**src/rtl/lampfpu_sqrt_issue.sv**
```systemverilog
// -----------------------------------------------------------------------------
// lampfpu_sqrt_issue
// Request-side controller for the LAMP FPU sqrt / inverse-sqrt core.
// It accepts a packed 1-8-7 operand over a valid/ready handshake, then
// unpacks and classifies it. It holds the operand on the core interface with
// doSqrt_o high until the core raises valid_i, and returns the repacked result
// over a second valid/ready handshake. A watchdog aborts a core that stays
// silent for TIMEOUT_CYC cycles and returns 0x7FC0 with res_err_o set.
//
// Optional feature macro: LAMP_SQRT_ISSUE_BYPASS_EN
//   When defined, special operands (NaN, negative nonzero, +/-0, +inf) are
//   resolved locally and go straight to the response state. The core never
//   sees these operands.
//
// Ports
//   clk, rst                 clock (rising edge), synchronous active-low reset
//   op_valid_i/op_ready_o    request handshake
//   op_i, op_inv_i           packed operand {s,e,f}; 1 = 1/sqrt, 0 = sqrt
//   doSqrt_o, invSqrt_o      core start (level) and mode
//   signum/extExp/extMant    unpacked operand to the core
//   isZero/isInf/isSNAN/isQNAN_op_o  operand class flags
//   valid_i, s/e/f_res_i     core result
//   res_valid_o/res_ready_i  result handshake
//   res_o, res_err_o         packed result, watchdog-abort flag
//   busy_o                   controller not idle
// -----------------------------------------------------------------------------
module lampfpu_sqrt_issue #(
  parameter int unsigned TIMEOUT_CYC = 64
) (
  input  logic        clk,
  input  logic        rst,
  input  logic        op_valid_i,
  output logic        op_ready_o,
  input  logic [15:0] op_i,
  input  logic        op_inv_i,
  output logic        doSqrt_o,
  output logic        invSqrt_o,
  output logic        signum_op_o,
  output logic [7:0]  extExp_op_o,
  output logic [7:0]  extMant_op_o,
  output logic        isZero_op_o,
  output logic        isInf_op_o,
  output logic        isSNAN_op_o,
  output logic        isQNAN_op_o,
  input  logic        valid_i,
  input  logic        s_res_i,
  input  logic [7:0]  e_res_i,
  input  logic [6:0]  f_res_i,
  output logic        res_valid_o,
  input  logic        res_ready_i,
  output logic [15:0] res_o,
  output logic        res_err_o,
  output logic        busy_o
);

  typedef enum logic [1:0] {
    ST_IDLE = 2'd0,
    ST_CORE = 2'd1,
    ST_RESP = 2'd2
  } state_t;

  localparam logic [7:0]  WD_LAST = 8'(TIMEOUT_CYC - 32'd1);
  localparam logic [15:0] QNAN_RES = 16'h7FC0;

  // Operand class as {zero, inf, snan, qnan}; bit 6 of the fraction is the quiet bit.
  function automatic logic [3:0] classify(input logic [7:0] e, input logic [6:0] f);
    logic e_zero;
    logic e_max;
    logic f_zero;
    e_zero = (e == 8'h00);
    e_max  = (e == 8'hFF);
    f_zero = (f == 7'h00);
    classify = {e_zero & f_zero, e_max & f_zero, e_max & ~f[6] & ~f_zero, e_max & f[6]};
  endfunction

  state_t      r_state;
  state_t      w_state_nxt;
  logic [7:0]  r_wd;
  logic        r_inv;
  logic        r_sign;
  logic [7:0]  r_ext_exp;
  logic [7:0]  r_ext_mant;
  logic [3:0]  r_class;
  logic [15:0] r_res;
  logic        r_err;

  logic [7:0]  w_op_exp;
  logic [6:0]  w_op_frac;
  logic [3:0]  w_class;
  logic [7:0]  w_ext_exp;
  logic [7:0]  w_ext_mant;
  logic        w_wd_expired;
  logic        w_bypass;
  logic [15:0] w_byp_res;

  assign w_op_exp     = op_i[14:7];
  assign w_op_frac    = op_i[6:0];
  assign w_class      = classify(w_op_exp, w_op_frac);
  assign w_wd_expired = (r_wd == WD_LAST);

  // Unpack: denormals get exponent 1 and no hidden bit; zero unpacks to all zeros.
  always_comb begin
    w_ext_exp  = w_op_exp;
    w_ext_mant = {1'b1, w_op_frac};
    if (w_op_exp == 8'h00) begin
      w_ext_exp  = {7'd0, (w_op_frac != 7'h00)};
      w_ext_mant = {1'b0, w_op_frac};
    end else begin
      w_ext_exp  = w_op_exp;
      w_ext_mant = {1'b1, w_op_frac};
    end
  end

`ifdef LAMP_SQRT_ISSUE_BYPASS_EN
  // Local resolution of special operands; w_class = {zero, inf, snan, qnan}.
  always_comb begin
    w_bypass  = 1'b1;
    w_byp_res = QNAN_RES;
    if (w_class[1] || w_class[0]) begin
      w_byp_res = QNAN_RES;
    end else if (op_i[15] && !w_class[3]) begin
      w_byp_res = QNAN_RES;
    end else if (w_class[3]) begin
      // sqrt(+-0) = +-0, 1/sqrt(+-0) = +-inf
      w_byp_res = op_inv_i ? {op_i[15], 15'h7F80} : {op_i[15], 15'h0000};
    end else if (w_class[2]) begin
      w_byp_res = op_inv_i ? 16'h0000 : 16'h7F80;
    end else begin
      w_bypass  = 1'b0;
      w_byp_res = 16'h0000;
    end
  end
`else
  // No local resolution: every operand goes to the core.
  always_comb begin
    w_bypass  = 1'b0;
    w_byp_res = 16'h0000;
  end
`endif

  // State register.
  always_ff @(posedge clk) begin
    if (!rst) begin
      r_state <= ST_IDLE;
    end else begin
      r_state <= w_state_nxt;
    end
  end

  // Next-state logic; a core result beats a coincident watchdog expiry.
  always_comb begin
    w_state_nxt = r_state;
    case (r_state)
      ST_IDLE: begin
        if (op_valid_i) begin
          w_state_nxt = w_bypass ? ST_RESP : ST_CORE;
        end else begin
          w_state_nxt = ST_IDLE;
        end
      end
      ST_CORE: begin
        if (valid_i || w_wd_expired) begin
          w_state_nxt = ST_RESP;
        end else begin
          w_state_nxt = ST_CORE;
        end
      end
      ST_RESP: begin
        if (res_ready_i) begin
          w_state_nxt = ST_IDLE;
        end else begin
          w_state_nxt = ST_RESP;
        end
      end
      default: w_state_nxt = ST_IDLE;
    endcase
  end

  // Operand capture, watchdog and result registers.
  always_ff @(posedge clk) begin
    if (!rst) begin
      r_wd       <= 8'd0;
      r_inv      <= 1'b0;
      r_sign     <= 1'b0;
      r_ext_exp  <= 8'd0;
      r_ext_mant <= 8'd0;
      r_class    <= 4'd0;
      r_res      <= 16'h0000;
      r_err      <= 1'b0;
    end else begin
      case (r_state)
        ST_IDLE: begin
          if (op_valid_i) begin
            r_wd       <= 8'd0;
            r_inv      <= op_inv_i;
            r_sign     <= op_i[15];
            r_ext_exp  <= w_ext_exp;
            r_ext_mant <= w_ext_mant;
            r_class    <= w_class;
            if (w_bypass) begin
              r_res <= w_byp_res;
              r_err <= 1'b0;
            end
          end
        end
        ST_CORE: begin
          if (valid_i) begin
            r_res <= {s_res_i, e_res_i, f_res_i};
            r_err <= 1'b0;
          end else if (w_wd_expired) begin
            r_res <= QNAN_RES;
            r_err <= 1'b1;
          end else begin
            r_wd <= r_wd + 8'd1;
          end
        end
        ST_RESP: begin
          r_res <= r_res;
        end
        default: begin
          r_wd <= 8'd0;
        end
      endcase
    end
  end

  // Handshake and core-start outputs decoded from the state register.
  always_comb begin
    op_ready_o  = 1'b0;
    doSqrt_o    = 1'b0;
    res_valid_o = 1'b0;
    busy_o      = 1'b1;
    case (r_state)
      ST_IDLE: begin
        op_ready_o = 1'b1;
        busy_o     = 1'b0;
      end
      ST_CORE: doSqrt_o    = 1'b1;
      ST_RESP: res_valid_o = 1'b1;
      default: busy_o      = 1'b1;
    endcase
  end

  assign invSqrt_o    = r_inv;
  assign signum_op_o  = r_sign;
  assign extExp_op_o  = r_ext_exp;
  assign extMant_op_o = r_ext_mant;
  assign isZero_op_o  = r_class[3];
  assign isInf_op_o   = r_class[2];
  assign isSNAN_op_o  = r_class[1];
  assign isQNAN_op_o  = r_class[0];
  assign res_o        = r_res;
  assign res_err_o    = r_err;

endmodule

```
**config.mk**
```make
export PLATFORM = sky130hd
export DESIGN_NAME = lampfpu_sqrt_issue
export DESIGN_NICKNAME = d
export VERILOG_FILES = /design/src/rtl/lampfpu_sqrt_issue.sv
export SDC_FILE = /design/constraint.sdc
export NUM_CORES = 1
export LEC_CHECK = 0
export ABC_AREA = 1
export ABC_CLOCK_PERIOD_IN_PS = 1640
export CORE_ASPECT_RATIO = 0.8
export CORE_MARGIN = 4
export CORE_UTILIZATION = 28
export DETAILED_ROUTE_END_ITERATION = 10
export PLACE_DENSITY = 0.55
export REMOVE_ABC_BUFFERS = 1
export SETUP_SLACK_MARGIN = 0.2
export SLEW_MARGIN = 20
export SYNTH_ARGS = -nofsm -noshare
export SYNTH_HDL_FRONTEND = slang
export SYNTH_SLANG_ARGS = --single-unit
export TNS_END_PERCENT = 5
```
**constraint.sdc**
```tcl
create_clock -name clk -period 1.64 [get_ports clk]
set_input_delay 0.41 -clock clk [delete_from_list [all_inputs] [get_ports clk]]
set_output_delay 0.41 -clock clk [all_outputs]
set_load 0.1 [all_outputs]
```
==> results of run 1 <==
[power breakdown]
| part | internal [W] | switching [W] |
|---|---|---|
| Sequential | 0.00127 | 0.0000791 |
| Combinational | 0.000481 | 0.000768 |
| Clock | 0.000498 | 0.000406 |
[worst min path at each step]
stage / start / end / depth (start not counted)
floorplan: r_wd[1] / r_wd[1] / 2
global placement: res_err_o / res_err_o / 2
detailed placement: res_err_o / res_err_o / 2
CTS: res_err_o / res_err_o / 2
global route: r_class[1] / r_class[1] / 2
finish: res_err_o / res_err_o / 2
[cell type report]
| class | instances | area, um^2 |
|---|---|---|
| multi-input combinational | 209 | 971 |
| inverter | 37 | 146 |
| fill | 744 | 3650 |
| clock inverter | 1 | 30.0 |
| sequential | 49 | 988 |
| clock buffer | 7 | 86.3 |
| timing repair buffer | 99 | 1430 |
| tap | 105 | 131 |
[cells in the final DEF, fill, tap and decap left out, drive strengths merged]
cell and count:
or2 1, nor2 77, ha 1, nand4 2, a21oi 18, nor3 2, buf 62, nand2 48
nand3 27, dfxtp 49, clkbuf 7, clkdlybuf4s50 37, o21ai 33, inv 37, bufinv 1
[worst max-delay path, cell delays in order (launching register included)]
cell and delay, ns:
dfxtp_2 0.35, inv_2 0.08, nand2_2 0.11, inv_6 0.09, buf_12 0.16
[Yosys cell counts, drive strengths merged]
cell and count:
clkbuf 4, dfxtp 49, nand3 26, a21oi 18, ha 1, nand2 48
inv 37, or2 1, nor2 77, nand4 2, buf 7, nor3 2
o21ai 33
[routing by layer]
metal  vias to the layer above  wire (um)  GRT usage, %
met5                         -          0             0
met4                         0         97          4.47
met3                        13        548          5.81
met2                        67       2720          21.4
met1                       949       2790          17.8
li1                       1159          -             -
[timing repair]
| item | 4_1_cts | 5_1_grt |
|---|---|---|
| setup endpoints to repair | 24 | 31 |
| setup buffers | 2 | 1 |
| hold buffers | 0 | 0 |
| cloned | 0 | 1 |
| pin swaps | 1 | 1 |
| gates resized for setup | 8 | 3 |
[metrics by stage]
stage	total power (W)	hold slack (ns)	cell area, um^2
finish	0.00350	0.496	3780
global route	0.00367	0.514	3780
CTS	0.00354	0.502	3760
detailed placement	0.00262	0.483	3610
global placement	0.00261	0.474	3610
floorplan	0.00206	0.486	2070
[flip-flops by register name, indices dropped and copies added, names as in the netlist]
register,count
r_class,4
invSqrt_o,1
signum_op_o,1
extExp_op_o,8
extMant_op_o,8
res_o,16
r_state,2
r_wd,8
res_err_o,1
[cells by family (layout without fill, tap and decap cells)]
family	after synthesis	after routing
DFF	49	49
buffers and inverters	48	144
AOI/OAI and AO/OA	51	51
adders and majority gates	1	1
and+or+nand+nor	156	157
==> out/qor.txt, run 1 <==
later-pin clock latency in the skew report - 0.30 ns
run status - finished clean
Slew Viols, Final - 0
Core Rows - 28
Tmin final - 1.52 ns
GPL Wtd Cong - 0.800
WP data required - 1.23 ns
peak supply drop - 0.435 mV
simple-gate share of the synthesized area - 31.8%
Yosys top cell by area - dfxtp_1
full die area - 9120 um^2
Worst Clk Skew - 0.00331 ns
combinational family with the most area after synthesis - simple AND/OR/NAND/NOR gates
ranking of synthesized cells by area - dfxtp_1, nor2_1, nand2_1
crit end category - output port
Reg2Reg Setup Slack - 0.22 ns
slew margin rel. - 82.9%
Avg WL per Cell - 12.1 um
period utilisation layout - 92.5%
Setup violations, final - 0
measured slew at the worst slew-check pin - 0.255 ns
Die Ht - 86.2 um
R2R depth - 7
Max Clock Freq - 659 MHz
first-pass GRT wire length - 10.2 mm
Setup CP Type - register to output port
Initial Util - 28.8%
share of layout cells above drive strength 1 - 22.9%
clk slew on worst S/H paths - 0.09 ns
post-synthesis mux area share - 0%
CP Max Fanout - 3
First-pass DRT Iterations - 4
Mapped Cells - 305
XOR/XNOR share of the synthesized area - 0%
final core utilization - 50.9%
IO Port Bufs - 80
synth warn - 0
worst slack at placement - -0.110 ns
Cell variety after synth - 22
GRT Total Usage - 13.9%
Synth top area share - 45.8%
Die X - 106 um
complex-gate fraction of the synthesized area - 11.9%
CP arrival - 1.11 ns
CP startpoint - r_state[1]
Final Non-Filler Cells - 507
initial DRC count - 126
Layout area overhead - 76.6%
post-synthesis adder-cell area fraction - 0.584%
number of global-route vias before repair - 2,072
synthesized cell area - 2140 um^2
Core ar. - 7430 um^2
post-route antenna net violation count - 0
post-synthesis sequential area ratio - 45.8%
final hold violations - 0
Top-Level Pins - 81
TritonCTS buffer count - 5
gr ovfl total - 0
Placed Instances - 495
Total Neg Setup Slack - 0 ns
Clock Root Buffer - clkbuf_8
DRC violations left - 0
Final WS setup - 0.123 ns
CP Capture Point - doSqrt_o
Mapped Avg Cell Area - 7.02 um^2
initial antenna violation count - 0
cell area power density - 926 nW/um^2
flops & latches, synth - 49
DR vias - 2,188
max-cap violation count - 0
diode count - 0
CP startpoint kind - register
NumNets Final - 440
htree depth - 2
Via density - 4.32
Pleak - 1.61 nW
reg-to-reg endpoint - res_o[2]
largest net degree at the start of global routing - 28
reg2reg start - r_wd[0]
WL final - 6.15 mm
TritonCTS clock tree - built
Longest Clk Path Bufs - 2
hold crit path type - register to register
clock sink count - 49
DP HPWL - 4.58 mm
unrepaired setup endpoints after global routing - yes
Power figures use the tool's default switching activity.
==> run 2: changes to the inputs <==
--- a/config.mk
+++ b/config.mk
@@ -12,7 +12,6 @@
 export CORE_UTILIZATION = 28
 export DETAILED_ROUTE_END_ITERATION = 10
 export PLACE_DENSITY = 0.55
-export REMOVE_ABC_BUFFERS = 1
 export SETUP_SLACK_MARGIN = 0.2
 export SLEW_MARGIN = 20
 export SYNTH_ARGS = -nofsm -noshare
==> run 2 against run 1 <==
Compared with the run above:
- maximum frequency up 3.7%
- count of clock-buffer cells in the layout down 2
- combinational power about the same
- sequential share of layout area up 0.12 points
- critical path depth down 1
- worst hold slack worse by 0.012 ns
- design area down 0.20%
- cell count down 0.39%
- clock power down 2%
- critical path type unchanged
- largest cell class unchanged
- highest routed layer unchanged
==> out/qor.txt, run 2 (same netlist as run 1, synthesis figures left out) <==
run status - finished clean
number of global-route vias before repair - 2,020 (-2.5%)
cell area power density - 920 nW/um^2 (-0.59%)
Clock Root Buffer - clkbuf_8
clock sink count - 49 (unchanged)
hold crit path type - register to register
Worst Clk Skew - 0.0109 ns (+0.00761 ns)
slew margin rel. - 84.4% (+1.5 points)
R2R depth - 9 (+2)
Worst Hold Depth - 2 (unchanged)
later-pin clock latency in the skew report - 0.30 ns (about the same)
largest net degree at the start of global routing - 25 (-11%)
fill count - 714 (-4.0%)
max reg flops - 16 (unchanged)
Die X - 106 um (unchanged)
unrepaired setup endpoints after global routing - yes
Max Clock Freq - 683 MHz (+3.7%)
diode count - 0 (unchanged)
CP startpoint kind - register
GRT Total Usage - 13.4% (-0.55 points)
crit end category - output port
Initial Util - 28.8% (unchanged)
CP Max Fanout - 5 (+2)
post-route antenna net violation count - 0 (unchanged)
measured slew at the worst slew-check pin - 0.234 ns (-0.0211 ns)
syn_nets - 344
gr ovfl total - 0 (unchanged)
period utilisation layout - 89.2% (-3.3 points)
TritonCTS buffer count - 5 (unchanged)
final core utilization - 50.8% (-0.10 points)
multi-input logic area - 1010 um^2 (+4.0%)
DRC violations left - 0 (unchanged)
Pleak - 1.60 nW (-0.13%)
Core Rows - 28 (unchanged)
commonest non-fill, non-tap cell in the layout - nor2_1
Layout area overhead - 76.3%
NumNets Final - 438 (-0.45%)
reg-to-reg endpoint - r_wd[3]
initial DRC count - 84 (-33%)
WP data required - 1.23 ns (about the same)
most frequent cells in the layout - nor2_1, dfxtp_1, buf_12
Die Ht - 86.2 um (unchanged)
hold_sp - res_err_o
FF/Latch Area - 991 um^2 (+0.25%)
first-pass GRT wire length - 9.86 mm (-3.3%)
First-pass DRT Iterations - 4 (unchanged)
Top-Level Pins - 81 (unchanged)
clk slew on worst S/H paths - 0.09 ns (about the same)
Longest Clk Path Bufs - 2 (unchanged)
initial antenna violation count - 0 (unchanged)
peak supply drop - 0.363 mV (-17%)
WL final - 6.04 mm (-1.8%)
reg2reg start - r_wd[0]
TritonCTS clock tree - built
Slew Viols, Final - 0 (unchanged)
DR vias - 2,167 (-0.96%)
Setup CP Type - register to output port
CP arrival - 1.05 ns (-0.06 ns)
Via density - 4.29 (-0.57%)
final hold violations - 0 (unchanged)
Design Area, Final - 3770 um^2 (-0.20%)
DP HPWL - 4.54 mm (-0.97%)
IO Port Bufs - 80 (unchanged)
Core ar. - 7430 um^2 (unchanged)
htree depth - 2 (unchanged)
share of layout cells above drive strength 1 - 23.0% (+0.11 points)
Setup violations, final - 0 (unchanged)
Reg2Reg Setup Slack - 0.24 ns (+0.02 ns)
Avg WL per Cell - 12.0 um (-1.4%)
GPL Wtd Cong - 0.801 (+0.18%)
max-cap violation count - 0 (unchanged)
Hold Path End - res_err_o
Tmin final - 1.46 ns (-0.0540 ns)
DP Area - 3550 um^2 (-1.5%)
full die area - 9120 um^2 (unchanged)
-- run 2: cell count changes in the layout (fill, tap and decap cells not counted), sizes merged --
cell,before,now
clkbuf,7,5
inv,37,38
nand2,48,49
clkinv,0,1
buf,62,59
-- run 2: how the worst max path moves through the flow --
stage | startpoint | cells after the start | slack [ns] | to
after global placement | valid_i | 8 | -0.09 | r_wd[1]
after detailed placement | valid_i | 8 | -0.12 | r_wd[1]
after CTS | r_state[1] | 3 | 0.17 | busy_o
final | r_state[0] | 3 | 0.18 | busy_o
after global routing | r_state[1] | 3 | 0.14 | busy_o
after floorplan | r_state[0] | 2 | -0.24 | busy_o
-- run 2: area by class of cell --
cell class                      count  area share [%]
Timing Repair Buffer               96            36.6
Multi-Input combinational cell    210            26.8
Clock inverter                      3            1.16
Inverter                           37            3.95
Sequential cell                    49            26.3
Tap cell                          105            3.48
Clock buffer                        5            1.82
-- run 2: power by group --
group,leakage (nW),internal [W],switching [W]
logic,1.14,0.000469,0.000768
registers,0.404,0.00127,0.0000839
clock network,0.0585,0.000458,0.000426
-- run 2: worst max-delay path, stage by stage (launching register included) --
cell and delay, ns:
dfxtp_4 0.39, nor2_4 0.15, inv_2 0.06, buf_12 0.16
-- run 2: what timing repair did --
action | CTS | global route
hold buffers | 0 | 0
cloned | 0 | 2
setup buffers | 4 | 1
pin swaps | 2 | 4
setup endpoints to repair | 19 | 34
gates resized for setup | 9 | 10
-- run 2: layer usage --
| metal | vias to the layer above | global-route usage (%) | share of wire [%] | routed length (um) |
|---|---|---|---|---|
| met5 | - | 0 | 0 | 0 |
| met4 | 0 | 3.53 | 0.65 | 39 |
| met3 | 2 | 4.24 | 6.9 | 420 |
| met2 | 61 | 20.5 | 44 | 2680 |
| met1 | 950 | 18.2 | 48 | 2900 |
| li1 | 1154 | - | - | - |
-- run 2: stage by stage --
| stage | TNS (ns) | hold WS, ns | cells | setup WS [ns] | total power (W) |
|---|---|---|---|---|---|
| floorplan | -1.41 | 0.486 | 305 | -0.238 | 0.00208 |
| global placement | -0.683 | 0.469 | 490 | -0.0895 | 0.00259 |
| detailed placement | -0.810 | 0.474 | 490 | -0.120 | 0.00260 |
| CTS | 0 | 0.489 | 502 | 0.172 | 0.00352 |
| global route | 0 | 0.521 | 505 | 0.141 | 0.00363 |
| finish | 0 | 0.484 | 505 | 0.177 | 0.00347 |
==> run 3: changes to the inputs <==
--- a/config.mk
+++ b/config.mk
@@ -12,6 +12,7 @@
 export CORE_UTILIZATION = 28
 export DETAILED_ROUTE_END_ITERATION = 10
 export PLACE_DENSITY = 0.55
+export RECOVER_POWER = 100
 export SETUP_SLACK_MARGIN = 0.2
 export SLEW_MARGIN = 20
 export SYNTH_ARGS = -nofsm -noshare
==> run 3 against run 2 <==
Compared with the run above:
- cell count did not move
- global-route usage stayed put
- critical endpoint is now res_o[4]
- largest cell class is now multi-input gates
- count of clock-buffer cells in the layout unchanged
- combinational power fell by 17%
- sequential power shrank 3%
- routed wire length up 1.1%
- worst setup slack got worse by 0.033 ns
- critical path depth down 2
- non-clock buffer count is the same
==> out/qor.txt, run 3 (same netlist as run 1, synthesis figures left out) <==
run status - finished clean
measured slew at the worst slew-check pin - 0.509 ns (+0.275 ns)
most frequent cells in the layout - nor2_1, dfxtp_1, nand2_1
Die Ht - 86.2 um (unchanged)
max reg flops - 16 (unchanged)
Largest stage delay, worst path - 0.43 ns (+0.04 ns)
Setup violations, final - 0 (unchanged)
clock sink count - 49 (unchanged)
Tmin final - 1.50 ns (+0.0327 ns)
Int Pwr - 0.00199 W (-9.5%)
critical path's slowest cell - buf_2
max-cap violation count - 0 (unchanged)
gr ovfl total - 0 (unchanged)
largest net degree at the start of global routing - 25 (unchanged)
DP HPWL - 4.54 mm (unchanged)
period utilisation layout - 91.2% (+2.0 points)
TritonCTS buffer count - 5 (unchanged)
Longest Clk Path Bufs - 2 (unchanged)
Max Clock Freq - 668 MHz (-2.2%)
crit-path leading delay family - buffers and inverters
GRT Total Usage - 13.4% (unchanged)
Worst Clk Skew - 0.00895 ns (-0.00196 ns)
Setup CP Type - register to output port
NumNets Final - 438 (unchanged)
full die area - 9120 um^2 (unchanged)
Die X - 106 um (unchanged)
Top-Level Pins - 81 (unchanged)
Via density - 4.27 (-0.46%)
hold crit path type - register to register
Switch Pwr - 0.00124 W (-2.7%)
TritonCTS clock tree - built
unrepaired setup endpoints after global routing - yes
slew margin rel. - 66.3% (-18 points)
CP Max Fanout - 2 (-3)
WP data required - 1.23 ns (about the same)
post-route antenna net violation count - 0 (unchanged)
DP Area - 3550 um^2 (unchanged)
Pleak - 1.46 nW (-8.7%)
diode count - 0 (unchanged)
Total Neg Setup Slack - 0 ns (unchanged)
clock power share - 27.5% (+2.1 points)
initial DRC count - 88 (+4.8%)
share of layout cells above drive strength 1 - 22.3% (-0.75 points)
final hold violations - 0 (unchanged)
CP arrival - 1.09 ns (+0.04 ns)
Core Rows - 28 (unchanged)
WHS - 0.445 ns (-0.0389 ns)
htree depth - 2 (unchanged)
Initial Util - 28.8% (unchanged)
CP bufs+invs - 1 (-1)
first-pass GRT wire length - 9.86 mm (unchanged)
commonest non-fill, non-tap cell in the layout - nor2_1
peak supply drop - 0.334 mV (-8.1%)
Design Area, Final - 3160 um^2 (-16%)
crit end category - output port
number of global-route vias before repair - 2,020 (unchanged)
Avg WL per Cell - 12.1 um (+1.1%)
DRC violations left - 0 (unchanged)
syn_nets - 344 (unchanged)
CP cell instances - buf_2
Reg power frac - 40.7% (+1.8 points)
Clock Root Buffer - clkbuf_8
later-pin clock latency in the skew report - 0.30 ns (about the same)
clk slew on worst S/H paths - 0.10 ns (about the same)
final core utilization - 42.5% (-8.3 points)
Sw Ratio - 38.5% (+1.7 points)
IO Port Bufs - 80 (unchanged)
initial antenna violation count - 0 (unchanged)
WL final - 6.11 mm (+1.1%)
Comb pwr share - 31.8% (-3.8 points)
First-pass DRT Iterations - 4 (unchanged)
Core ar. - 7430 um^2 (unchanged)
cell area power density - 1020 nW/um^2 (+11%)
GPL Wtd Cong - 0.801 (unchanged)
CP startpoint kind - register
Slew Viols, Final - 0 (unchanged)
DR vias - 2,157 (-0.46%)
Layout area overhead - 47.5%
-- run 3: routing by layer --
layer | vias to the layer above | global-route usage [%] | part of all wire (%) | wire [um]
met5 | - | 0 | 0 | 0
met4 | 0 | 3.53 | 0.87 | 53
met3 | 5 | 4.24 | 5.9 | 362
met2 | 46 | 20.5 | 43 | 2650
met1 | 955 | 18.2 | 50 | 3040
li1 | 1151 | - | - | -
-- run 3: path summary, 6_finish.rpt --
kind              from  slack [ns]        end  cells after the start
min reg2reg  res_err_o        0.45  res_err_o                      2
min          res_err_o        0.45  res_err_o                      2
max reg2reg    r_wd[0]        0.17    r_wd[3]                      9
max           res_o[4]        0.14   res_o[4]                      1
-- run 3: tightest hold or removal path: cells and delay by family, from the launching register on --
| kind | cells | cell delay (ns) |
|---|---|---|
| flip-flops | 1 | 0.32 |
| AO/OA/AOI/OAI | 1 | 0.05 |
| buffers and inverters | 1 | 0.04 |
-- run 3: power groups by stage --
stage	Clock, W	Sequential [W]	Combinational (W)
after floorplan	0	0.00180	0.000285
after global placement	0	0.00137	0.00122
after detailed placement	0	0.00137	0.00122
after CTS	0.000929	0.00135	0.00124
after global routing	0.000969	0.00133	0.00109
final	0.000888	0.00131	0.00103
-- run 3: final cells by class --
type	count	area (um^2)
clock buffers	5	68.8
clock inverters	3	43.8
fillers	789	4270
well taps	105	131
flip-flops and latches	49	990
inverters	37	149
repair buffers	96	768
multi-input cells	210	1010
-- run 3: metrics by stage --
step                      cells  worst slack [ns]  total power [W]
after floorplan             305            -0.238          0.00208
after global placement      490           -0.0895          0.00259
after detailed placement    490            -0.120          0.00260
after CTS                   502             0.172          0.00352
after global routing        505            0.0704          0.00339
final                       505             0.144          0.00323
-- run 3: repair_timing --
action,4_1_cts,5_1_grt
pin swaps,2,4
cloned,0,2
endpoints found under the setup margin,19,34
gates resized for setup,9,10
buffers inserted,4,1
hold buffers,0,0
